--- config.mk ---
export PLATFORM = sky130hd
export DESIGN_NAME = alu_arbiter
export DESIGN_NICKNAME = d
export VERILOG_FILES = /design/src/rtl/alu_arbiter.sv
export SDC_FILE = /design/constraint.sdc
export NUM_CORES = 1
export LEC_CHECK = 0
export CAP_MARGIN = 25
export CORE_ASPECT_RATIO = 1.75
export CORE_MARGIN = 5
export CORE_UTILIZATION = 38
export CTS_CLUSTER_DIAMETER = 60
export DETAILED_ROUTE_END_ITERATION = 8
export GPL_ROUTABILITY_DRIVEN = 0
export PLACE_DENSITY = 0.75
export REMOVE_ABC_BUFFERS = 1
export SYNTH_ARGS = -nofsm -noshare
export SYNTH_HDL_FRONTEND = slang
export SYNTH_SLANG_ARGS = --single-unit
--- constraint.sdc ---
create_clock -name clk -period 1.4 [get_ports clk]
set_input_delay 0.28 -clock clk [delete_from_list [all_inputs] [get_ports clk]]
set_output_delay 0.28 -clock clk [all_outputs]
set_load 0.005 [all_outputs]
--- src/rtl/alu_arbiter.sv ---
// Round-robin arbiter sharing one combinational ALU between two requesters.
// One transaction in flight: IDLE accepts, EXEC drives the ALU, RESP holds the result.
module alu_arbiter #(
    parameter int WIDTH = 32
) (
    input  logic             clk,
    input  logic             rst_n,
    input  logic             req0_valid,
    output logic             req0_ready,
    input  logic [WIDTH-1:0] req0_a,
    input  logic [WIDTH-1:0] req0_b,
    input  logic [2:0]       req0_op,
    input  logic             req1_valid,
    output logic             req1_ready,
    input  logic [WIDTH-1:0] req1_a,
    input  logic [WIDTH-1:0] req1_b,
    input  logic [2:0]       req1_op,
    output logic [WIDTH-1:0] alu_srcA,
    output logic [WIDTH-1:0] alu_srcB,
    output logic [2:0]       alu_ctrl,
    input  logic [WIDTH-1:0] alu_result,
    input  logic             alu_zero,
    output logic             rsp_valid,
    input  logic             rsp_ready,
    output logic             rsp_id,
    output logic [WIDTH-1:0] rsp_result,
    output logic             rsp_zero
);

    typedef enum logic [1:0] {IDLE, EXEC, RESP} state_t;

    typedef struct packed {
        logic [WIDTH-1:0] a;
        logic [WIDTH-1:0] b;
        logic [2:0]       op;
        logic             id;
    } req_t;

    state_t           state_q, state_d;
    logic             last_id_q;
    req_t             opnd_q;
    logic             gnt0, gnt1, accept;
    logic [WIDTH-1:0] rsp_result_q;
    logic             rsp_zero_q, rsp_id_q;

    // On a tie the port not served last wins; a lone valid port always wins.
    always_comb begin
        gnt0 = req0_valid && (!req1_valid ||  last_id_q);
        gnt1 = req1_valid && (!req0_valid || !last_id_q);
    end

    assign req0_ready = (state_q == IDLE) && gnt0;
    assign req1_ready = (state_q == IDLE) && gnt1;
    assign accept     = req0_ready || req1_ready;

    always_comb begin
        state_d = state_q;
        case (state_q)
            IDLE:    if (accept) state_d = EXEC;
            EXEC:    state_d = RESP;
            RESP:    if (rsp_ready) state_d = IDLE;
            default: state_d = IDLE;
        endcase
    end

    always_ff @(posedge clk or negedge rst_n) begin
        if (!rst_n) begin
            state_q      <= IDLE;
            last_id_q    <= 1'b1;
            opnd_q       <= '0;
            rsp_result_q <= '0;
            rsp_zero_q   <= 1'b0;
            rsp_id_q     <= 1'b0;
        end else begin
            state_q <= state_d;
            if (state_q == IDLE && accept) begin
                last_id_q <= req1_ready;
                opnd_q    <= req1_ready ? req_t'{req1_a, req1_b, req1_op, 1'b1}
                                        : req_t'{req0_a, req0_b, req0_op, 1'b0};
            end
            if (state_q == EXEC) begin
                rsp_result_q <= alu_result;
                rsp_zero_q   <= alu_zero;
                rsp_id_q     <= opnd_q.id;
            end
        end
    end

    // ALU inputs come only from registers; they are don't-care outside EXEC.
    assign alu_srcA   = opnd_q.a;
    assign alu_srcB   = opnd_q.b;
    assign alu_ctrl   = opnd_q.op;
    assign rsp_valid  = (state_q == RESP);
    assign rsp_result = rsp_result_q;
    assign rsp_zero   = rsp_zero_q;
    assign rsp_id     = rsp_id_q;

endmodule

Word level (Yosys, flattened, before mapping):

Index checks and enable logic that the tools add are counted.

* mux-type cells: 4
* eq/ne operators: 4
* reduce and logical (&&, ||, !) cells: 13

Operator list (number)
* $mux W68: 1
* $pmux W2 S3: 1
* $logic_and A1 B1 Y1: 5
* $mux W2: 2
* $logic_not A1 Y1: 3
* $logic_or A1 B1 Y1: 3
* $eq A2 B1 Y1 const B: 1
* $eq A2 B2 Y1 const B: 1
* $logic_not A2 Y1: 1
* $ne A2 B1 Y1 const B: 1
* $ne A2 B2 Y1 const B: 1
* $reduce_and A2 Y1: 1

* register bits after elaboration: 105
* input port bits: 172

Longest topological paths before layout:

Gate-level depths: netlist (run 1).

* depth in word-level cells: 7
* mapped depth: 6
* gate-level depth less buffers: 4

Worst setup path after synthesis (run 1):

Ideal clock, no wire load.

* path type: register to register
* start point: register state_q[0]
* end point: register opnd_q (netlist bit alu_srcA[10])
* buffers on the path: 2
* arrival: 1.328 ns
* stages on the path, launching flop included: 6
* path slack: -0.054 ns
* data required time: 1.274 ns
* cell sequence: dfrtp_1 > nor2_4 > nand3_2 > buf_2 > buf_2 > a221o_1

* word-level cells in the longest chain between the ends: 4

Ends and longest elaborated chain
* from (decl): RTL line 39 `state_t state_q, state_d;`
* from (signal assigned): RTL line 75 `state_q <= state_d;`
* $logic_not A2 Y1 *: RTL line 52, 53, 76
* $logic_and A1 B1 Y1, on equally long branches: RTL line 52, 53
* $logic_or A1 B1 Y1: RTL line 54 `assign accept = req0_ready || req1_ready;`
* $logic_and A1 B1 Y1: RTL line 76 `if (state_q == IDLE && accept) begin`
* to (signal assigned): RTL line 78 `opnd_q <= req1_ready ? req_t'{req1_a, req1_b, req1_op, 1'b1}`
* to (decl): RTL line 41 `req_t opnd_q;`

Every way passes the cells marked *; elsewhere a longest branch is shown, timed or not.
A chain may end at the register's enable or synchronous reset.

Final worst setup path (run 1):

* start point: register state_q[0]
* end point: register opnd_q (netlist bit alu_srcA[16])

The elaborated chain is that of the path after synthesis.

==> results of run 1 <==
==> Yosys cell counts <==
master	count
nand2_2	1
buf_2	20
nor3b_2	30
clkbuf_1	27
and4_1	67
o21ai_2	1
a21o_1	2
nand3_2	1
nand2b_1	3
nand3_1	1
buf_4	72
a221o_1	67
nor2_2	1
mux2_2	34
nor3b_1	37
dfstp_2	1
nor2_4	1
o21ai_0	1
or2_1	1
buf_6	3
inv_1	4
dfrtp_1	104
==> logic make-up after synthesis <==
family	count (synthesis)
buffers and inverters	126
AO/OA/AOI/OAI	71
AND/OR/NAND/NOR	143
multiplexers	34
flip-flops	105
==> registers in the layout, summed over array words and instances (netlist names) <==
register    cells
last_id_q       1
alu_srcB       32
alu_srcA       32
opnd_q          1
alu_ctrl        3
rsp_zero        1
state_q         2
rsp_result     32
rsp_id          1
==> final cells by class <==
class	count	area [um2]	share of cell area [%]
antenna	1	2.50	0.0276
clock buffer	9	225	2.48
clock inverter	7	62.6	0.689
inverter	4	15.0	0.165
multi-input combinational	248	2590	28.5
sequential	105	2630	29.0
tap	183	229	2.52
timing repair buffer	332	3330	36.7
==> power by group <==
group | leakage, nW | switching (mW) | internal (mW)
Combinational | 2.61 | 4.29 | 5.81
Clock | 0.137 | 1.22 | 1.25
Sequential | 1.24 | 0.903 | 4.64
==> worst max-delay path, stage by stage (launching register included) <==
cell,delay (ns)
dfrtp_1,0.42
nor2_4,0.15
buf_6,0.12
buf_6,0.10
o21ai_4,0.10
clkbuf_16,0.21
a221o_1,0.36
==> path summary, 6_finish.rpt <==
path,slack [ns],cells after the start,end
max in group asynchronous,0.41,3,last_id_q$_DFFE_PN1P_
min in group clk,0.48,1,opnd_q[0]$_DFFE_PN0P_
max reg2reg,-0.17,6,alu_srcA[16]$_DFFE_PN0P_
max,-0.17,6,alu_srcA[16]$_DFFE_PN0P_
min,0.40,2,alu_srcB[12]$_DFFE_PN0P_
min reg2reg,0.48,1,opnd_q[0]$_DFFE_PN0P_
==> through the flow <==
stage               instances  hold WS [ns]
CTS                       873         0.392
floorplan                 357       -0.0156
global placement          842         0.220
global route              889         0.423
finish                    889         0.401
detailed placement        842         0.225
==> what timing repair did <==
action / CTS / global route
buffers inserted: 13 / 6
resized for setup: 141 / 33
hold endpoints to repair: 24 / 0
endpoints found under the setup margin: 171 / 93
cloned: 1 / 9
pin swaps: 2 / 1
hold buffers: 1 / 0
==> metal layers <==
layer / vias up / track usage (%) / share of wire, %
met4: 2 / 7.56 / 3.3
li1: 2222 / - / -
met5: - / 0 / 0.040
met2: 218 / 35.9 / 55
met3: 44 / 5.48 / 6.9
met1: 2491 / 23.0 / 34
==> flow_summary.json, run 1 <==
{
  "num-nets-final": 872,
  "ant_nets": 0,
  "hp-class": "in -> async",
  "critPathLaunch": "state_q[0]$_DFFE_PN0P_",
  "vias": 4977,
  "cp.arrival_ns": 1.80,
  "final_cell_mix": "clkdlybuf4s50_1, dfrtp_1, dlygate4sd2_1, and4_1, a221o_1",
  "endpoint_kind": "flip-flop",
  "final_common_cell": "clkdlybuf4s50_1",
  "tightest_slew_ns": 0.520,
  "skew_ns": 0.0136,
  "core_um2": 14900,
  "yosys_register_bits": 105,
  "yosys.area.top_type": "dfrtp_1",
  "final.min_clock_period_ns": 1.57,
  "cts_buffers": 9,
  "antenna_found_initial": 3,
  "drv_cap": 0,
  "syn_inst": 479,
  "die_w_um": 103,
  "wl_per_cell_um": 22.8,
  "grt_max_degree": 68,
  "drtPass1Iterations": 4,
  "setup_slack_ns": -0.171,
  "synth_top_family_by_area": "simple AND/OR/NAND/NOR gates",
  "final_layout_size_suffix_gt1_share_pct": 23.5,
  "io_pins": 276,
  "clk_pin_slew_ns": 0.08,
  "syn_area_um2": 5810,
  "synth.distinct_cells": 22,
  "yosysTopAreaCellShare_pct": 44.8,
  "r2r_start": "state_q[0]$_DFFE_PN0P_",
  "power_mw": 18.1,
  "clock.fmax_ghz": 0.636,
  "synth-simple-area-share_pct": 22.5,
  "status": "finished with violations",
  "placed_cell_area_um2": 8320,
  "grt_pass1_wl_um": 28900,
  "cts.sinks": 105,
  "synth_area_per_cell_um2": 12.1,
  "hold_violations": 0,
  "relSlewSlack_pct": 65.3,
  "dp_slack_ns": -0.518,
  "finalCritPeriodShare_pct": 112,
  "setup_violations": 89,
  "violations": "negative setup slack",
  "post-route-util_pct": 60.9,
  "clock_path_buffers": 2,
  "die_area_um2": 17900,
  "synth_mux_area_share_pct": 6.59,
  "synth-compound-area-share_pct": 12.0,
  "first_iter_violations": 270,
  "yosys_warnings": 0,
  "path_class": "reg -> reg",
  "power.density_nw_per_um2": 2000,
  "gr-usage-all-layers_pct": 20.5,
  "first_global_vias": 5411,
  "cts_tree": "yes",
  "overflow": 0,
  "routed_wl_um": 20200,
  "vias_per_cell": 5.60,
  "slew_viol_final": 0,
  "synth_fa_ha_area_share_pct": 0,
  "nFillCells": 1186,
  "synthXorXnorAreaFrac_pct": 0,
  "worstSkewPairLatency_ns": 0.35,
  "vdd_ir_drop_max_mv": 0.926,
  "seq_area_frac_synth_pct": 45.3,
  "crit_fanout": 14,
  "synth_area_leaders": "dfrtp_1, a221o_1, and4_1",
  "rsz0062_at_grt": "true",
  "drcViolationCount": 0,
  "initial_core_util_pct": 38.9,
  "leakage_nw": 3.99,
  "dieHeight_um": 174,
  "syn2layout_area_growth_pct": 56.4,
  "worstPathRequired_ns": 1.63,
  "design_area_um2": 9080,
  "cts_root_buf": "clkbuf_16",
  "cts-htree-levels": 3,
  "io_buffer_count": 275,
  "tns_ns": -11.11,
  "rows": 59,
  "startpoint_type": "flip-flop",
  "dp_hpwl_um": 13500
}
(Power assumes the default switching activity.)
==> inputs of run 2 (changes only) <==
Settings changed: CORE_ASPECT_RATIO 1.75 to 2, TNS_END_PERCENT set to 100.
==> run 2 against run 1 <==
Net effect:
- the flow still finishes with violations (negative setup slack)
- flip-flop and latch count stayed put
- total power is 1.4% lower
- highest routed layer is now met4
- critical endpoint is now req0_ready
- sequential share of layout area hardly changed
- core utilization is 0.85 points lower
- critical path type is now reg -> out
- die area is 0.29% higher
- register-to-register slack hardly changed
==> flow_summary.json, run 2 (synthesis gave the netlist of run 1 again) <==
{
  "drcViolationCount": 0,
  "endpoint_kind": "output pin",
  "skew_ns": 0.00876,
  "initial_core_util_pct": 38.4,
  "hp-class": "reg -> reg",
  "pwr-share-seq_pct": 30.9,
  "routed_wl_um": 19400,
  "core_um2": 15100,
  "relSlewSlack_pct": 72.1,
  "drv_cap": 0,
  "gr-usage-all-layers_pct": 20.7,
  "first_global_vias": 5275,
  "setup_violations": 70,
  "antenna_cells": 0,
  "sw_frac_of_total_pct": 35.0,
  "final_layout_size_suffix_gt1_share_pct": 26.4,
  "finalCritPeriodShare_pct": 112,
  "switchingPower_mw": 6.26,
  "syn2layout_area_growth_pct": 56.5,
  "stdcell_count": 911,
  "die_w_um": 97.4,
  "vias": 4979,
  "die_area_um2": 18000,
  "clk_pin_slew_ns": 0.08,
  "io_buffer_count": 275,
  "violations": "negative setup slack",
  "worstSkewPairLatency_ns": 0.34,
  "cts_buffers": 9,
  "worstPathRequired_ns": 1.12,
  "status": "finished with violations",
  "grt_max_degree": 74,
  "vias_per_cell": 5.47,
  "dp_hpwl_um": 13600,
  "cts_tree": "yes",
  "grt_pass1_wl_um": 30000,
  "cts-htree-levels": 3,
  "final.min_clock_period_ns": 1.56,
  "vdd_ir_drop_max_mv": 1.23,
  "dieHeight_um": 185,
  "cp.arrival_ns": 1.28,
  "nFillCells": 1232,
  "first_iter_violations": 165,
  "clock_path_buffers": 2,
  "crit_fanout": 3,
  "startpoint_type": "flip-flop",
  "setup_slack_ns": -0.162,
  "hold_violations": 0,
  "dp_slack_ns": -0.452,
  "ant_nets": 0,
  "final_common_cell": "clkdlybuf4s50_1",
  "wl_per_cell_um": 21.3,
  "rows": 64,
  "clock.fmax_ghz": 0.640,
  "cts_root_buf": "clkbuf_16",
  "power.share.clock_pct": 14.8,
  "p_comb_share_pct": 54.4,
  "num-nets-final": 880,
  "cellInternalPower_mw": 11.6,
  "overflow": 0,
  "slew_viol_final": 0,
  "tightest_slew_ns": 0.418,
  "io_pins": 276,
  "antenna_found_initial": 0,
  "final_cell_mix": "clkdlybuf4s50_1, dfrtp_1, dlygate4sd2_1, and4_1, a221o_1",
  "path_class": "reg -> out",
  "drtPass1Iterations": 5,
  "rsz0062_at_grt": "true",
  "cts.sinks": 105,
  "power.density_nw_per_um2": 1970,
  "leakage_nw": 3.91,
  "dp.cells": 863
}
[run 2: changes by cell type in the layout (fill, tap and decap cells not counted), sizes merged]
| cell | before | now |
|---|---|---|
| buf | 55 | 66 |
| clkbuf | 15 | 11 |
| clkinvlp | 2 | 0 |
| bufinv | 0 | 1 |
| diode | 1 | 0 |
| dlygate4sd2 | 101 | 102 |
| dlymetal6s2s | 1 | 0 |
| inv | 7 | 8 |
| or2 | 1 | 2 |
[run 2: stage by stage]
step / instance area [um2] / util (%) / TNS [ns] / total power, mW / hold WS [ns]
5_1_grt: 9090 / 60.0 / -15.30 / 19.0 / 0.490
2_1_floorplan: 5030 / - / -100.20 / 9.14 / -0.0156
3_3_place_gp: 8400 / 55.5 / -27.46 / 15.0 / 0.342
3_5_place_dp: 8400 / 55.5 / -29.38 / 15.2 / 0.352
4_1_cts: 8940 / 59.1 / -9.05 / 17.6 / 0.495
6_report: 9090 / 60.0 / -9.71 / 17.9 / 0.492
[run 2: path summary, 6_finish.rpt]
kind | cells past startpoint | startpoint | slack [ns] | endpoint
worst max-delay path | 4 | last_id_q$_DFFE_PN1P_ | -0.16 | req0_ready
worst max register to register | 6 | state_q[0]$_DFFE_PN0P_ | -0.16 | alu_srcA[18]$_DFFE_PN0P_
worst min register to register | 1 | opnd_q[0]$_DFFE_PN0P_ | 0.49 | opnd_q[0]$_DFFE_PN0P_
min in group asynchronous | 3 | rst_n | 0.52 | rsp_result[3]$_DFFE_PN0N_
max in group asynchronous | 3 | rst_n | 0.55 | last_id_q$_DFFE_PN1P_
worst min-delay path | 1 | opnd_q[0]$_DFFE_PN0P_ | 0.49 | opnd_q[0]$_DFFE_PN0P_
[run 2: worst max-delay path, cell delays in order, from the launching register on]
cell and delay [ns]:
dfstp_2 0.57, nand2b_4 0.14, nand3_4 0.08, inv_2 0.05, buf_2 0.10
[run 2: final cells by class]
class / count / area (um2) / area share, %
Clock buffer: 9 / 225 / 2.48
Clock inverter: 7 / 86.3 / 0.950
Inverter: 4 / 15.0 / 0.165
Multi-Input combinational cell: 249 / 2570 / 28.3
Sequential cell: 105 / 2630 / 28.9
Tap cell: 198 / 248 / 2.73
Timing Repair Buffer: 339 / 3310 / 36.4
[run 2: what timing repair did]
action / in CTS / in global routing
resized for setup: 146 / 13
hold endpoints to repair: 104 / 0
pin swaps: 2 / 2
setup endpoints to repair: 171 / 104
hold buffers: 1 / 0
buffers inserted: 26 / 2
gates cloned: 1 / 4
[run 2: per-layer routing]
metal / share of wire [%] / vias up / global-route usage (%) / wire length [um]
met5: 0 / - / 0 / 0
met4: 1.7 / 0 / 5.49 / 325
met3: 9.8 / 19 / 6.90 / 1910
met2: 48 / 285 / 33.7 / 9260
met1: 41 / 2430 / 26.6 / 7950
li1: - / 2245 / - / -
[run 2: power groups by stage]
stage	clock network (mW)	registers, mW	logic (mW)
floorplan	0	5.58	3.56
detailed placement	0	5.64	9.57
global route	2.84	5.70	10.4
CTS	2.71	5.51	9.34
finish	2.64	5.52	9.72
global placement	0	5.58	9.40
==> inputs of run 3 (changes only) <==
Settings changed: CORE_MARGIN 5 to unset.
==> run 3 against run 2 <==
Net effect:
- the run still ends with negative setup slack left
- cell count down 0.88%
- clock-buffer cell count up 1
- fmax down 6.0%
- highest routed layer unchanged
- sequential power about the same
- register-to-register slack worse by 0.099 ns
- worst setup slack worse by 0.099 ns
- wire length up 2.0%
- core utilization down 0.097 points
==> flow_summary.json, run 3 (synthesis gave the netlist of run 1 again) <==
{
  "cellInternalPower_mw": 11.6,
  "cts_tree": "yes",
  "finalCritPeriodShare_pct": 119,
  "gr-usage-all-layers_pct": 24.0,
  "worstSkewPairLatency_ns": 0.36,
  "worstPathRequired_ns": 1.63,
  "setup_violations": 70,
  "io_buffer_count": 275,
  "wl_per_cell_um": 22.0,
  "dieHeight_um": 177,
  "cpPeakStageDelay_ns": 0.41,
  "antenna_found_initial": 2,
  "hold_violations": 0,
  "cts_buffers": 9,
  "power.share.clock_pct": 14.5,
  "drv_cap": 0,
  "grt_pass1_wl_um": 28000,
  "cts-htree-levels": 3,
  "violations": "negative setup slack",
  "vdd_ir_drop_max_mv": 0.983,
  "die_area_um2": 15800,
  "die_w_um": 89.4,
  "cp_common_cell": "buf_6",
  "drtPass1Iterations": 4,
  "cts.sinks": 105,
  "sw_frac_of_total_pct": 34.9,
  "grt_max_degree": 68,
  "initial_core_util_pct": 39.0,
  "first_global_vias": 5331,
  "num-nets-final": 874,
  "leakage_nw": 3.83,
  "pwr-share-seq_pct": 30.8,
  "dp_hpwl_um": 13400,
  "setup_slack_ns": -0.262,
  "vias_per_cell": 5.53,
  "slew_viol_final": 0,
  "post-route-util_pct": 59.9,
  "stdcell_count": 903,
  "path_class": "reg -> reg",
  "final.min_clock_period_ns": 1.66,
  "syn2layout_area_growth_pct": 53.8,
  "power.density_nw_per_um2": 2000,
  "hp-class": "in -> async",
  "whs_ns": 0.305,
  "tightest_slew_ns": 0.478,
  "core_um2": 14900,
  "crit_fanout": 39,
  "first_iter_violations": 166,
  "final_layout_size_suffix_gt1_share_pct": 22.1,
  "relSlewSlack_pct": 68.2,
  "vias": 4996,
  "clock.fmax_ghz": 0.602,
  "power_mw": 17.9,
  "rsz0062_at_grt": "true",
  "final_cell_mix": "clkdlybuf4s50_1, dfrtp_1, dlygate4sd2_1, and4_1, a221o_1",
  "crit_chain": "nor2_4 -> buf_6 -> buf_6 -> buf_8 -> o21ai_4 -> buf_12 -> a221o_1",
  "final_common_cell": "clkdlybuf4s50_1",
  "dp.cells": 860,
  "clk_pin_slew_ns": 0.08,
  "endpoint_kind": "flip-flop",
  "cts_root_buf": "clkbuf_16",
  "drcViolationCount": 0,
  "status": "finished with violations",
  "critPathSlowestCell": "dfrtp_1",
  "ant_nets": 0,
  "clock_path_buffers": 2,
  "overflow": 0,
  "p_comb_share_pct": 54.7,
  "placed_cell_area_um2": 8400,
  "design_area_um2": 8930,
  "cp.arrival_ns": 1.89,
  "switchingPower_mw": 6.25,
  "rows": 63,
  "skew_ns": 0.0118,
  "io_pins": 276,
  "startpoint_type": "flip-flop",
  "routed_wl_um": 19800,
  "nFillCells": 1234
}
-- run 3: changes by cell type in the layout (fill, tap and decap cells not counted), sizes merged --
| cell | change |
|---|---|
| buf | -8 |
| clkbuf | +3 |
| clkinvlp | +3 |
| inv | -3 |
| clkdlybuf4s50 | +1 |
| clkinv | -1 |
| diode | +1 |
| dlygate4sd2 | -1 |
-- run 3: final timing paths --
| check | slack (ns) | cells past startpoint | end | from |
|---|---|---|---|---|
| max | -0.26 | 7 | alu_srcB[21]$_DFFE_PN0P_ | state_q[1]$_DFFE_PN0P_ |
| min | 0.30 | 2 | alu_srcA[3]$_DFFE_PN0P_ | rst_n |
| max reg2reg | -0.26 | 7 | alu_srcB[21]$_DFFE_PN0P_ | state_q[1]$_DFFE_PN0P_ |
| min reg2reg | 0.49 | 1 | opnd_q[0]$_DFFE_PN0P_ | opnd_q[0]$_DFFE_PN0P_ |
| max in group asynchronous | 0.57 | 3 | last_id_q$_DFFE_PN1P_ | rst_n |
| min in group clk | 0.48 | 3 | alu_srcA[3]$_DFFE_PN0P_ | req1_valid |
-- run 3: what timing repair did --
| item | 4_1_cts | 5_1_grt |
|---|---|---|
| endpoints found under the setup margin | 171 | 96 |
| gates cloned | 0 | 7 |
| resized for setup | 120 | 15 |
| hold buffers | 1 | 0 |
| endpoints found under the hold margin | 9 | 0 |
| pin swaps | 3 | 15 |
| buffers inserted | 16 | 3 |
-- run 3: through the flow --
step                      TNS (ns)  setup WS [ns]
after floorplan            -100.20          -1.24
after global placement      -27.32         -0.481
after detailed placement    -30.47         -0.492
after CTS                   -15.37         -0.262
after global routing        -20.03         -0.318
final                       -14.84         -0.262
-- run 3: critical path, delay by kind of cell (launching register included) --
kind | cells | cell delay, ns
simple gates | 1 | 0.13
buf+inv | 4 | 0.50
flops | 1 | 0.41
compound gates | 2 | 0.47
-- run 3: layer usage --
layer | track usage, % | part of all wire [%]
met5 | 0 | 0
met4 | 15.7 | 5.9
met3 | 5.60 | 5.7
met2 | 42.7 | 55
met1 | 23.9 | 33
-- run 3: power by group through the flow --
stage	clock (mW)	sequential (mW)	combinational [mW]
2_1_floorplan	0	5.58	3.56
3_3_place_gp	0	5.52	9.36
3_5_place_dp	0	5.56	9.68
4_1_cts	2.66	5.49	9.07
5_1_grt	2.78	5.72	10.5
6_report	2.60	5.50	9.79
-- run 3: area by class of cell --
| class | instances | area [um2] | share of cell area (%) |
|---|---|---|---|
| sequential | 105 | 2630 | 29.4 |
| multi-input combinational | 249 | 2440 | 27.3 |
| tap | 195 | 244 | 2.73 |
| antenna | 1 | 2.50 | 0.0280 |
| timing repair buffer | 333 | 3300 | 36.9 |
| clock buffer | 10 | 239 | 2.68 |
| inverter | 4 | 15.0 | 0.168 |
| clock inverter | 6 | 66.3 | 0.743 |
